## config.mk

```make
export PLATFORM = sky130hd
export DESIGN_NAME = wb_sel_stage
export DESIGN_NICKNAME = d
export VERILOG_FILES = /design/src/rtl/mips_pkg.sv /design/src/rtl/wb_skid_buf.sv /design/src/rtl/wb_sel_stage.sv
export SDC_FILE = /design/constraint.sdc
export NUM_CORES = 1
export LEC_CHECK = 0
export CORE_UTILIZATION = 35
export DETAILED_ROUTE_END_ITERATION = 10
export GPL_ROUTABILITY_DRIVEN = 0
export PLACE_DENSITY_LB_ADDON = 0.25
export SYNTH_ARGS = -nofsm -noshare
export SYNTH_HDL_FRONTEND = slang
export SYNTH_HIERARCHICAL = 1
export SYNTH_SLANG_ARGS = --single-unit
```

## constraint.sdc

```tcl
create_clock -name clk -period 8.7 [get_ports clk]
set_input_delay 2.175 -clock clk [delete_from_list [all_inputs] [get_ports clk]]
set_output_delay 2.175 -clock clk [all_outputs]
set_load 0.005 [all_outputs]
```

## src/rtl/mips_pkg.sv

```systemverilog
`default_nettype none
// ============================================================================
//  Module      : mips_pkg
//  Description : Shared encodings for the MIPS write-back path:
//                destination-select codes, result-source indices and the
//                default link register.
//  Revision    : 1.0 - initial release
// ============================================================================
package mips_pkg;

  // Destination register select
  typedef enum logic [1:0] {
    REGDST_RT   = 2'b00,
    REGDST_RD   = 2'b01,
    REGDST_LINK = 2'b10,
    REGDST_NONE = 2'b11
  } regdst_e;

  // Result source indices into the packed source bus
  localparam int SRC_ALU  = 0;
  localparam int SRC_DM   = 1;
  localparam int SRC_PC8  = 2;
  localparam int SRC_HILO = 3;

  // $ra, written by jal/jalr/bgezal-style instructions
  localparam int LINK_REG_DEF = 31;

endpackage : mips_pkg
`default_nettype wire

```

## src/rtl/wb_skid_buf.sv

```systemverilog
`default_nettype none
// ============================================================================
//  Module      : wb_skid_buf
//  Description : Two-entry FIFO of resolved write-back entries {we,addr,data}
//                with valid/ready on both sides and a synchronous flush.
//                Head outputs are driven from storage only and read as zero
//                while the buffer is empty.
//  Revision    : 1.0 - initial release
// ============================================================================
module wb_skid_buf #(
  parameter int DATA_W = 32,
  parameter int REG_AW = 5
) (
  input  logic              clk,
  input  logic              reset,
  input  logic              flush,
  input  logic              in_valid,
  output logic              in_ready,
  input  logic              in_we,
  input  logic [REG_AW-1:0] in_addr,
  input  logic [DATA_W-1:0] in_data,
  output logic              out_valid,
  input  logic              out_ready,
  output logic              out_we,
  output logic [REG_AW-1:0] out_addr,
  output logic [DATA_W-1:0] out_data,
  output logic [1:0]        occupancy
);

  localparam int ENTRY_W = 1 + REG_AW + DATA_W;

  logic [ENTRY_W-1:0] r_mem [2];
  logic               r_wr_ptr;
  logic               r_rd_ptr;
  logic [1:0]         r_count;

  logic               w_push;
  logic               w_pop;
  logic [ENTRY_W-1:0] w_head;

  // Handshake: a full buffer still accepts when the head leaves this cycle
  always_comb begin
    in_ready  = (r_count != 2'd2) | out_ready;
    out_valid = (r_count != 2'd0);
    w_push    = in_valid & in_ready;
    w_pop     = out_valid & out_ready;
    w_head    = out_valid ? r_mem[r_rd_ptr] : '0;
    {out_we, out_addr, out_data} = w_head;
    occupancy = r_count;
  end

  // Pointer and count update; flush empties the buffer and drops any push
  always_ff @(posedge clk) begin
    if (reset || flush) begin
      r_wr_ptr <= 1'b0;
      r_rd_ptr <= 1'b0;
      r_count  <= 2'd0;
    end else begin
      if (w_push) r_wr_ptr <= ~r_wr_ptr;
      if (w_pop)  r_rd_ptr <= ~r_rd_ptr;
      case ({w_push, w_pop})
        2'b10:   r_count <= r_count + 2'd1;
        2'b01:   r_count <= r_count - 2'd1;
        default: r_count <= r_count;
      endcase
    end
  end

  // Entry storage; contents are don't-care once the count says empty
  always_ff @(posedge clk) begin
    if (w_push) r_mem[r_wr_ptr] <= {in_we, in_addr, in_data};
  end

endmodule : wb_skid_buf
`default_nettype wire

```

## src/rtl/wb_sel_stage.sv

```systemverilog
`default_nettype none
// ============================================================================
//  Module      : wb_sel_stage
//  Description : MEM->WB boundary stage. Resolves result source, destination
//                register and write enable on accept, then holds the result
//                in a two-entry skid buffer toward the register file.
//                Optional macro WB_SEL_ZERO_SUPPRESS_EN: when defined, entries
//                whose destination resolves to $0 are stored with we = 0.
//  Revision    : 1.0 - initial release
// ============================================================================
module wb_sel_stage
  import mips_pkg::*;
#(
  parameter int DATA_W   = 32,
  parameter int REG_AW   = 5,
  parameter int NSRC     = 4,
  parameter int SEL_W    = 2,
  parameter int LINK_REG = LINK_REG_DEF
) (
  input  logic                   clk,
  input  logic                   reset,
  input  logic                   in_valid,
  output logic                   in_ready,
  input  logic [NSRC*DATA_W-1:0] src_data,
  input  logic [SEL_W-1:0]       data_sel,
  input  logic [REG_AW-1:0]      rt,
  input  logic [REG_AW-1:0]      rd,
  input  logic [1:0]             regdst,
  input  logic                   reg_we,
  input  logic                   flush,
  output logic                   out_valid,
  input  logic                   out_ready,
  output logic                   wb_we,
  output logic [REG_AW-1:0]      wb_addr,
  output logic [DATA_W-1:0]      wb_data,
  output logic [1:0]             occupancy
);

  logic [DATA_W-1:0] w_src [NSRC];
  logic [DATA_W-1:0] w_data;
  logic [REG_AW-1:0] w_addr;
  logic              w_we;

  generate
    for (genvar gi = 0; gi < NSRC; gi++) begin : g_src
      assign w_src[gi] = src_data[gi*DATA_W +: DATA_W];
    end
  endgenerate

  // Source mux; an index with no matching source yields zero
  always_comb begin
    w_data = '0;
    for (int i = 0; i < NSRC; i++) begin
      if (data_sel == SEL_W'(i)) w_data = w_src[i];
    end
  end

  // Destination and effective write enable
  always_comb begin
    w_addr = '0;
    case (regdst)
      REGDST_RT:   w_addr = rt;
      REGDST_RD:   w_addr = rd;
      REGDST_LINK: w_addr = REG_AW'(LINK_REG);
      default:     w_addr = '0;
    endcase
    w_we = reg_we & (regdst != REGDST_NONE);
`ifdef WB_SEL_ZERO_SUPPRESS_EN
    w_we = w_we & (w_addr != '0);
`else
    w_we = w_we;
`endif
  end

  wb_skid_buf #(
    .DATA_W (DATA_W),
    .REG_AW (REG_AW)
  ) u_skid (
    .clk       (clk),
    .reset     (reset),
    .flush     (flush),
    .in_valid  (in_valid),
    .in_ready  (in_ready),
    .in_we     (w_we),
    .in_addr   (w_addr),
    .in_data   (w_data),
    .out_valid (out_valid),
    .out_ready (out_ready),
    .out_we    (wb_we),
    .out_addr  (wb_addr),
    .out_data  (wb_data),
    .occupancy (occupancy)
  );

endmodule : wb_sel_stage
`default_nettype wire
```

==> flow_metrics.tcl, run 1 <==
set metrics [dict create \
    post-route-period-util 0.6430 \
    report.final.slew_viol_count 0 \
    fp.dieH_um 108.6 \
    drive_above_1_share 0.1233 \
    p_int_mw 0.7877 \
    antenna_found_initial 0 \
    htree_levels 3 \
    p_leak_nw 2.062 \
    path_common_cell "clkdlybuf4s50_1" \
    power_frac_clock 0.363 \
    yosysSeqAreaShare 0.5987 \
    synth_cell_types 25 \
    cp_cell_sequence "clkdlybuf4s50_1 > or3b_4 > clkdlybuf4s50_1" \
    rows 38 \
    netlist_instances 239 \
    initial_core_util 0.3638 \
    rsz0062_at_grt "false" \
    layout.cells.non_filler 570 \
    hold_buffers 0 \
    critPathBufInv 2 \
    setup_ws_ns 3.105 \
    critPathArrivalTime_ns 3.42 \
    dr.pass1.iters 4 \
    cpPeakStageDelay_ns 0.45 \
    post_synth.cell_area_avg_um2 16.65 \
    wl_um 9246 \
    io_pins 190 \
    detail_route.vias_per_cell 4.919 \
    num_vias 2804 \
    power.density_mw_per_mm2 159.6 \
    ant_nets 0 \
    max_cap_violations 0 \
    hold_path_class "flop to flop" \
    grt_pass1_wl_um 14150 \
    vdd_drop_max_mv 0.07239 \
    insertedDiodeCount 0 \
    dpl_worst_slack_ns 3.107 \
    timing.fmax_ghz 0.1787 \
    final_common_cell "clkdlybuf4s50_1" \
    cts_resized 0 \
    p_switching_mw 0.2045 \
    holdWs_ns 0.5103 \
    grt_pass1_vias 2999 \
    startpoint_type "input pin" \
    combPwrFrac 0.171 \
    initialDrtViolationCount 112 \
    setup_viol 0 \
    setup-tns-final_ns 0 \
    p_seq_frac 0.466 \
    grt_start_max_net_pins 40 \
    port_buffers 189 \
    final_cell_mix "187 x clkdlybuf4s50_1, 76 x edfxtp_1, 47 x nor2_1, 39 x mux2i_1, 30 x mux4_2" \
    switching_share 0.2061 \
    tightest_slew_ns 1.165 \
    clk_latency_ns 0.33 \
    power_mw 0.9922 \
    worst_ep_required_time_ns 6.53 \
    synth-seq-cells 81 \
    critical_path.top_delay_family "buffers and inverters" \
    hpwl_um 6621 \
    die_w_um 108.6 \
    drcViolationCount 0 \
    nets 574 \
    areaGrowthSynthToFinish_pct 56.26 \
    clock_sinks 81 \
    critPathSlowestCell "clkdlybuf4s50_1" \
    dp.cells 554 \
    worstPathMaxFanout 3 \
    wl_per_cell_um 16.22 \
    synth_area_mm2 0.003979 \
    overflow 0 \
    finalClockSkew_ns 0.003870 \
    end_kind "output port" \
    cts_root_buf "clkbuf_16" \
    slew_headroom 0.2212 \
    die_area_mm2 0.01180 \
    core_mm2 0.01094 \
    period_minus_slack_ns 5.595 \
    cts_setup_buffers 0 \
    cts_buffer_depth 2 \
    numCtsBuffers 9 \
    hold_viol_final 0 \
    yosysWarnings 6 \
    criticalPathCategory "input pin to output port" \
    syn_nets 388 \
    cts.clk_slew.worst_paths_ns 0.06 \
    status "completed" \
    grt_usage 0.1650 \
    cts_tree "built" \
]
power groups by stage:
| stage | Clock (mW) | Sequential, mW | Combinational (mW) |
|---|---|---|---|
| after floorplan | 0 | 0.469 | 0.0719 |
| after global placement | 0 | 0.470 | 0.169 |
| after detailed placement | 0 | 0.471 | 0.172 |
| after CTS | 0.371 | 0.463 | 0.173 |
| after global routing | 0.383 | 0.465 | 0.184 |
| final | 0.360 | 0.463 | 0.170 |
per-stage QoR:
stage	util	area (um2)
global route	0.5685	6217
global placement	0.5422	5929
finish	0.5685	6217
floorplan	-	3979
detailed placement	0.5422	5929
CTS	0.5685	6217
flip-flops by register name, summed over array words and instances, names as in the netlist, named ones only:
register          count
u_skid/r_mem         76
u_skid/occupancy      2
u_skid/r_rd_ptr       1
u_skid/r_wr_ptr       1
Yosys cell counts, drive strengths merged:
cell	number	area share
o21ai	2	0.0025
dfxtp	5	0.025
or3b	1	0.0028
buf	13	0.031
mux4	32	0.18
ha	1	0.0031
xnor2	1	0.0022
nor2	49	0.046
inv	2	0.0019
clkbuf	2	0.0019
o2bb2ai	5	0.011
xor2	2	0.0044
mux2i	39	0.098
or3	2	0.0031
edfxtp	76	0.57
a21oi	1	0.0013
nand2	2	0.0019
a21boi	1	0.0019
or2	1	0.0016
and3	1	0.0016
nor2b	1	0.0016
final timing paths:
| check | start | end | slack (ns) | cells past startpoint |
|---|---|---|---|---|
| setup / recovery | out_ready | in_ready | 3.11 | 3 |
| hold / removal | u_skid/r_rd_ptr | flop | 0.51 | 2 |
| setup reg to reg | u_skid/occupancy[0] | u_skid/r_mem[0][31] | 6.58 | 3 |
| hold reg to reg | u_skid/r_rd_ptr | flop | 0.51 | 2 |
logic make-up after synthesis:
family	after synthesis	synth area share
AOI/OAI and AO/OA	9	0.01667
xor gates and xnor gates	3	0.006605
adders and majority gates	1	0.003144
buffers and inverters	17	0.03491
DFF	81	0.5987
muxes	71	0.2811
and+or+nand+nor	57	0.05881
metal layers:
layer  vias to the layer above  share of wire  global-route usage
met2                       124           0.52              0.2898
met1                      1350           0.38              0.1839
met5                         -              0                   0
met4                         0          0.026             0.08687
met3                        16          0.069             0.04184
li1                       1314              -                   -
cell type report:
class                      instances  area, um2
clock inverter                     6      58.81
sequential                        81       2384
tap                              140      175.2
fill                             935       4718
timing repair buffer             190       1889
inverter                           2      7.507
multi-input combinational        141       1474
clock buffer                      10      229.0
worst register-to-register path, stage by stage (launching register included):
cell and delay, ns:
dfxtp_1 0.49, or3b_4 0.20, nand2_1 0.12, nor2_4 0.90
Power figures use the tool's default switching activity.
==> run 2: changes to the inputs <==
==> constraint.sdc (replaced) <==
create_clock -name clk -period 4.6 [get_ports clk]
set_input_delay 1.15 -clock clk [delete_from_list [all_inputs] [get_ports clk]]
set_output_delay 1.15 -clock clk [all_outputs]
set_load 0.005 [all_outputs]
==> run 2 against run 1 <==
Via count is 0.18% higher; critical endpoint unchanged; critical path depth is the same; sequential power is 89% higher.
==> flow_metrics.tcl, run 2 (synthesized netlist as in run 1, its figures left out) <==
set metrics [dict create \
    status "completed" \
    rsz0062_at_grt "false" \
    cts_root_buf "clkbuf_16" \
    ant_nets 0 \
    nets 577 \
    hpwl_um 6779 \
    htree_levels 3 \
    final_common_cell "clkdlybuf4s50_1" \
    cts_buffer_depth 2 \
    top_register "u_skid/r_mem" \
    critPathSlowestCell "clkdlybuf4s50_1" \
    num_vias 2809 \
    dr.pass1.iters 4 \
    tightest_slew_ns 0.9974 \
    path_common_cell "clkdlybuf4s50_1" \
    setup-tns-final_ns 0 \
    io_pins 190 \
    rr_startpoint "u_skid/occupancy[0]" \
    reg2reg_to "u_skid/r_mem[0][10]" \
    hold_path_class "flop to flop" \
    criticalPathCategory "input pin to output port" \
    hold_viol_final 0 \
    initial_core_util 0.3638 \
    drive_above_1_share 0.1253 \
    largest_register_ffs 76 \
    die_area_mm2 0.01180 \
    detail_route.vias_per_cell 4.919 \
    hp-start "u_skid/r_rd_ptr" \
    cts_setup_buffers 0 \
    p_leak_nw 2.088 \
    clock_sinks 81 \
    grt_start_max_net_pins 40 \
    power.density_mw_per_mm2 306.0 \
    initialDrtViolationCount 92 \
    hold_depth 2 \
    wl_per_cell_um 16.26 \
    port_buffers 189 \
    clk_latency_ns 0.32 \
    wl_met3_um 752 \
    grt_pass1_wl_um 14090 \
    report.final.slew_viol_count 0 \
    topRoutingLayerUsed "met4" \
    wl_um 9285 \
    timing.fmax_ghz 0.2810 \
    areaGrowthSynthToFinish_pct 57.08 \
    core_mm2 0.01094 \
    final_cell_mix "187 x clkdlybuf4s50_1, 76 x edfxtp_1, 47 x nor2_1, 39 x mux2i_1, 30 x mux4_2" \
    hold_buffers 0 \
    setup_viol 0 \
    drcViolationCount 0 \
    critPathArrivalTime_ns 2.41 \
    fp.dieH_um 108.6 \
    die_w_um 108.6 \
    cpPeakStageDelay_ns 0.45 \
    worst_ep_required_time_ns 3.45 \
    finalClockSkew_ns 0.006403 \
    worstPathMaxFanout 3 \
    startpoint_type "input pin" \
    cts_resized 0 \
    numCtsBuffers 9 \
    wl_met2_um 4705 \
    antenna_found_initial 0 \
    period_minus_slack_ns 3.559 \
    holdWs_ns 0.5079 \
    grt_pass1_vias 2928 \
    end_kind "output port" \
    wl_met1_um 3604 \
    dpl_worst_slack_ns 1.036 \
    post-route-period-util 0.7738 \
    rows 38 \
    r2r_slack_ns 2.49 \
    power_mw 1.913 \
    cts.clk_slew.worst_paths_ns 0.06 \
    insertedDiodeCount 0 \
    setup_ws_ns 1.041 \
    max_cap_violations 0 \
    slew_headroom 0.3335 \
    reg2regPathDepth 4 \
    fillers 907 \
    cts_tree "built" \
    overflow 0 \
    vdd_drop_max_mv 0.2119 \
    grt_usage 0.1651 \
    cp_cell_sequence "clkdlybuf4s50_1 > or3b_4 > clkdlybuf4s50_1" \
]
==> run 2: through the flow <==
| stage | area (um2) | util | instances |
|---|---|---|---|
| finish | 6250 | 0.5715 | 571 |
| global route | 6250 | 0.5715 | 571 |
| CTS | 6250 | 0.5715 | 571 |
| detailed placement | 5952 | 0.5443 | 557 |
| global placement | 5952 | 0.5443 | 557 |
| floorplan | 3979 | - | 239 |
==> run 2: worst max-delay path by stage <==
| stage | startpoint | end |
|---|---|---|
| 3_3_place_gp | out_ready | in_ready |
| 3_5_place_dp | out_ready | in_ready |
| 2_1_floorplan | out_ready | u_skid/r_mem[0][0] |
| 5_1_grt | out_ready | in_ready |
| 4_1_cts | out_ready | in_ready |
| 6_report | out_ready | in_ready |
==> run 2: critical path: cells and delay by family <==
kind                   cells  cell delay, ns
AND/OR/NAND/NOR            1            0.39
buffers and inverters      2            0.87
==> run 2: report_power, final <==
part           internal, mW  switching [mW]  total, mW
sequential            0.862          0.0127      0.875
clock                 0.464           0.251      0.715
combinational         0.213           0.110      0.323
==> run 2: final cells by class <==
| cell class | count | area [um2] | area share |
|---|---|---|---|
| Timing Repair Buffer | 193 | 1912 | 0.3059 |
| Sequential cell | 81 | 2384 | 0.3814 |
| Clock buffer | 9 | 225.2 | 0.03604 |
| Clock inverter | 5 | 72.57 | 0.01161 |
| Tap cell | 140 | 175.2 | 0.02803 |
| Multi-Input combinational cell | 141 | 1474 | 0.2358 |
| Inverter | 2 | 7.507 | 0.001201 |
==> run 2: routing by layer <==
metal	global-route usage	vias to the layer above
li1	-	1315
met1	0.1847	1357
met2	0.2862	121
met3	0.05439	16
met4	0.07336	0
met5	0	-
==> run 3: changes to the inputs <==
==> constraint.sdc (replaced) <==
create_clock -name clk -period 3.2 [get_ports clk]
set_input_delay 0.8 -clock clk [delete_from_list [all_inputs] [get_ports clk]]
set_output_delay 0.8 -clock clk [all_outputs]
set_load 0.005 [all_outputs]
==> run 3 against run 2 <==
Combinational power rose by 46%; worst hold slack gained 0.0098 ns; global-route usage down 0.26 points; register-to-register slack got worse by 1.4 ns; clock power up 48%; wire length up 0.19%; clock skew shrank 0.0025 ns; die area unchanged; non-clock buffer count up 1.
==> flow_metrics.tcl, run 3 (synthesized netlist as in run 1, its figures left out) <==
set metrics [dict create \
    fp.dieH_um 108.6 \
    areaGrowthSynthToFinish_pct 58.21 \
    die_w_um 108.6 \
    criticalPathCategory "flop to output port" \
    status "completed" \
    nets 578 \
    largest_register_ffs 76 \
    fillers 888 \
    ant_nets 0 \
    port_buffers 189 \
    worst_ep_required_time_ns 2.40 \
    p_switching_mw 0.5586 \
    insertedDiodeCount 0 \
    io_pins 190 \
    period_minus_slack_ns 2.910 \
    grt_start_max_net_pins 39 \
    cts_setup_buffers 0 \
    slew_headroom 0.2272 \
    hold_path_class "flop to flop" \
    grt_usage 0.1625 \
    num_vias 2823 \
    cts_tree "built" \
    die_area_mm2 0.01180 \
    dr.pass1.iters 4 \
    top_register "u_skid/r_mem" \
    hold_buffers 0 \
    initial_core_util 0.3638 \
    clock_sinks 81 \
    rsz0062_at_grt "false" \
    setup-tns-final_ns 0 \
    end_kind "output port" \
    rows 38 \
    cts_root_buf "clkbuf_16" \
    tightest_slew_ns 1.156 \
    timing.fmax_ghz 0.3436 \
    cts_resized 0 \
    drive_above_1_share 0.1316 \
    hpwl_um 6840 \
    wl_um 9303 \
    core_mm2 0.01094 \
    worstPathMaxFanout 23 \
    max_cap_violations 0 \
    power_frac_clock 0.380 \
    post-route-period-util 0.9095 \
    detail_route.vias_per_cell 4.927 \
    critPathArrivalTime_ns 2.11 \
    startpoint_type "flop" \
    initialDrtViolationCount 103 \
    drcViolationCount 0 \
    htree_levels 3 \
    final_cell_mix "187 x clkdlybuf4s50_1, 76 x edfxtp_1, 47 x nor2_1, 39 x mux2i_1, 30 x mux4_2" \
    setup_viol 0 \
    p_int_mw 2.227 \
    overflow 0 \
    power.density_mw_per_mm2 442.6 \
    final_common_cell "clkdlybuf4s50_1" \
    clk_latency_ns 0.33 \
    cts.clk_slew.worst_paths_ns 0.06 \
    antenna_found_initial 0 \
    post-route-util 0.5756 \
    switching_share 0.2005 \
    finalClockSkew_ns 0.003854 \
    p_leak_nw 2.102 \
    numCtsBuffers 9 \
    wl_per_cell_um 16.24 \
    grt_pass1_vias 2919 \
    cts_buffer_depth 2 \
    report.final.slew_viol_count 0 \
    vdd_drop_max_mv 0.2927 \
    combPwrFrac 0.169 \
    p_seq_frac 0.451 \
    hold_viol_final 0 \
    grt_pass1_wl_um 14050 \
]
## run 3: cell count changes in the layout (fill, tap and decap cells not counted)
cell        delta
buf_12         +2
buf_4          -1
clkbuf_1       +1
clkinv_1       -2
clkinv_4       +1
clkinvlp_4     +1
## run 3: metal layers
metal	GRT usage	vias to the layer above	routed length, um
li1	-	1317	-
met1	0.1754	1375	3474
met2	0.2916	119	4932
met3	0.05081	12	735
met4	0.07046	0	161
met5	0	-	0
## run 3: final timing paths
kind	start	to	slack (ns)	cells after the start
worst max register to register	u_skid/occupancy[0]	u_skid/r_mem[0][24]	1.09	3
worst max-delay path	u_skid/occupancy[0]	wb_data[0]	0.29	4
worst min register to register	u_skid/r_rd_ptr	u_skid/r_rd_ptr	0.52	2
worst min-delay path	u_skid/r_rd_ptr	u_skid/r_rd_ptr	0.52	2
## run 3: through the flow
stage                     setup slack (ns)  total power [mW]  area (um2)  hold WS, ns  instances
after floorplan                     0.1457             1.470        3979       0.4556        239
after global placement              0.3409             1.744        5984       0.4876        558
after detailed placement            0.3300             1.757        5984       0.5047        558
after CTS                           0.2540             2.821        6295       0.5190        573
after global routing                0.1607             2.884        6295       0.5542        573
final                               0.2897             2.786        6295       0.5177        573
## run 3: power groups by stage
stage / clock [mW] / combinational (mW) / sequential [mW]
floorplan: 0 / 0.196 / 1.27
global placement: 0 / 0.469 / 1.28
detailed placement: 0 / 0.479 / 1.28
CTS: 1.09 / 0.480 / 1.26
global route: 1.11 / 0.510 / 1.26
finish: 1.06 / 0.471 / 1.26
## run 3: final cells by class
class                           instances  area (um2)  share of cell area
Multi-Input combinational cell        141        1474              0.2341
Clock buffer                           10       229.0             0.03637
Sequential cell                        81        2384              0.3787
Timing Repair Buffer                  194        1944              0.3089
Inverter                                2       7.507            0.001193
Clock inverter                          5       81.33             0.01292
Tap cell                              140       175.2             0.02783
## run 3: critical path: stages (launching register included)
cell and delay (ns):
dfxtp_1 0.39, nor2_4 0.49, buf_4 0.34, nor2_1 0.08, clkdlybuf4s50_1 0.45
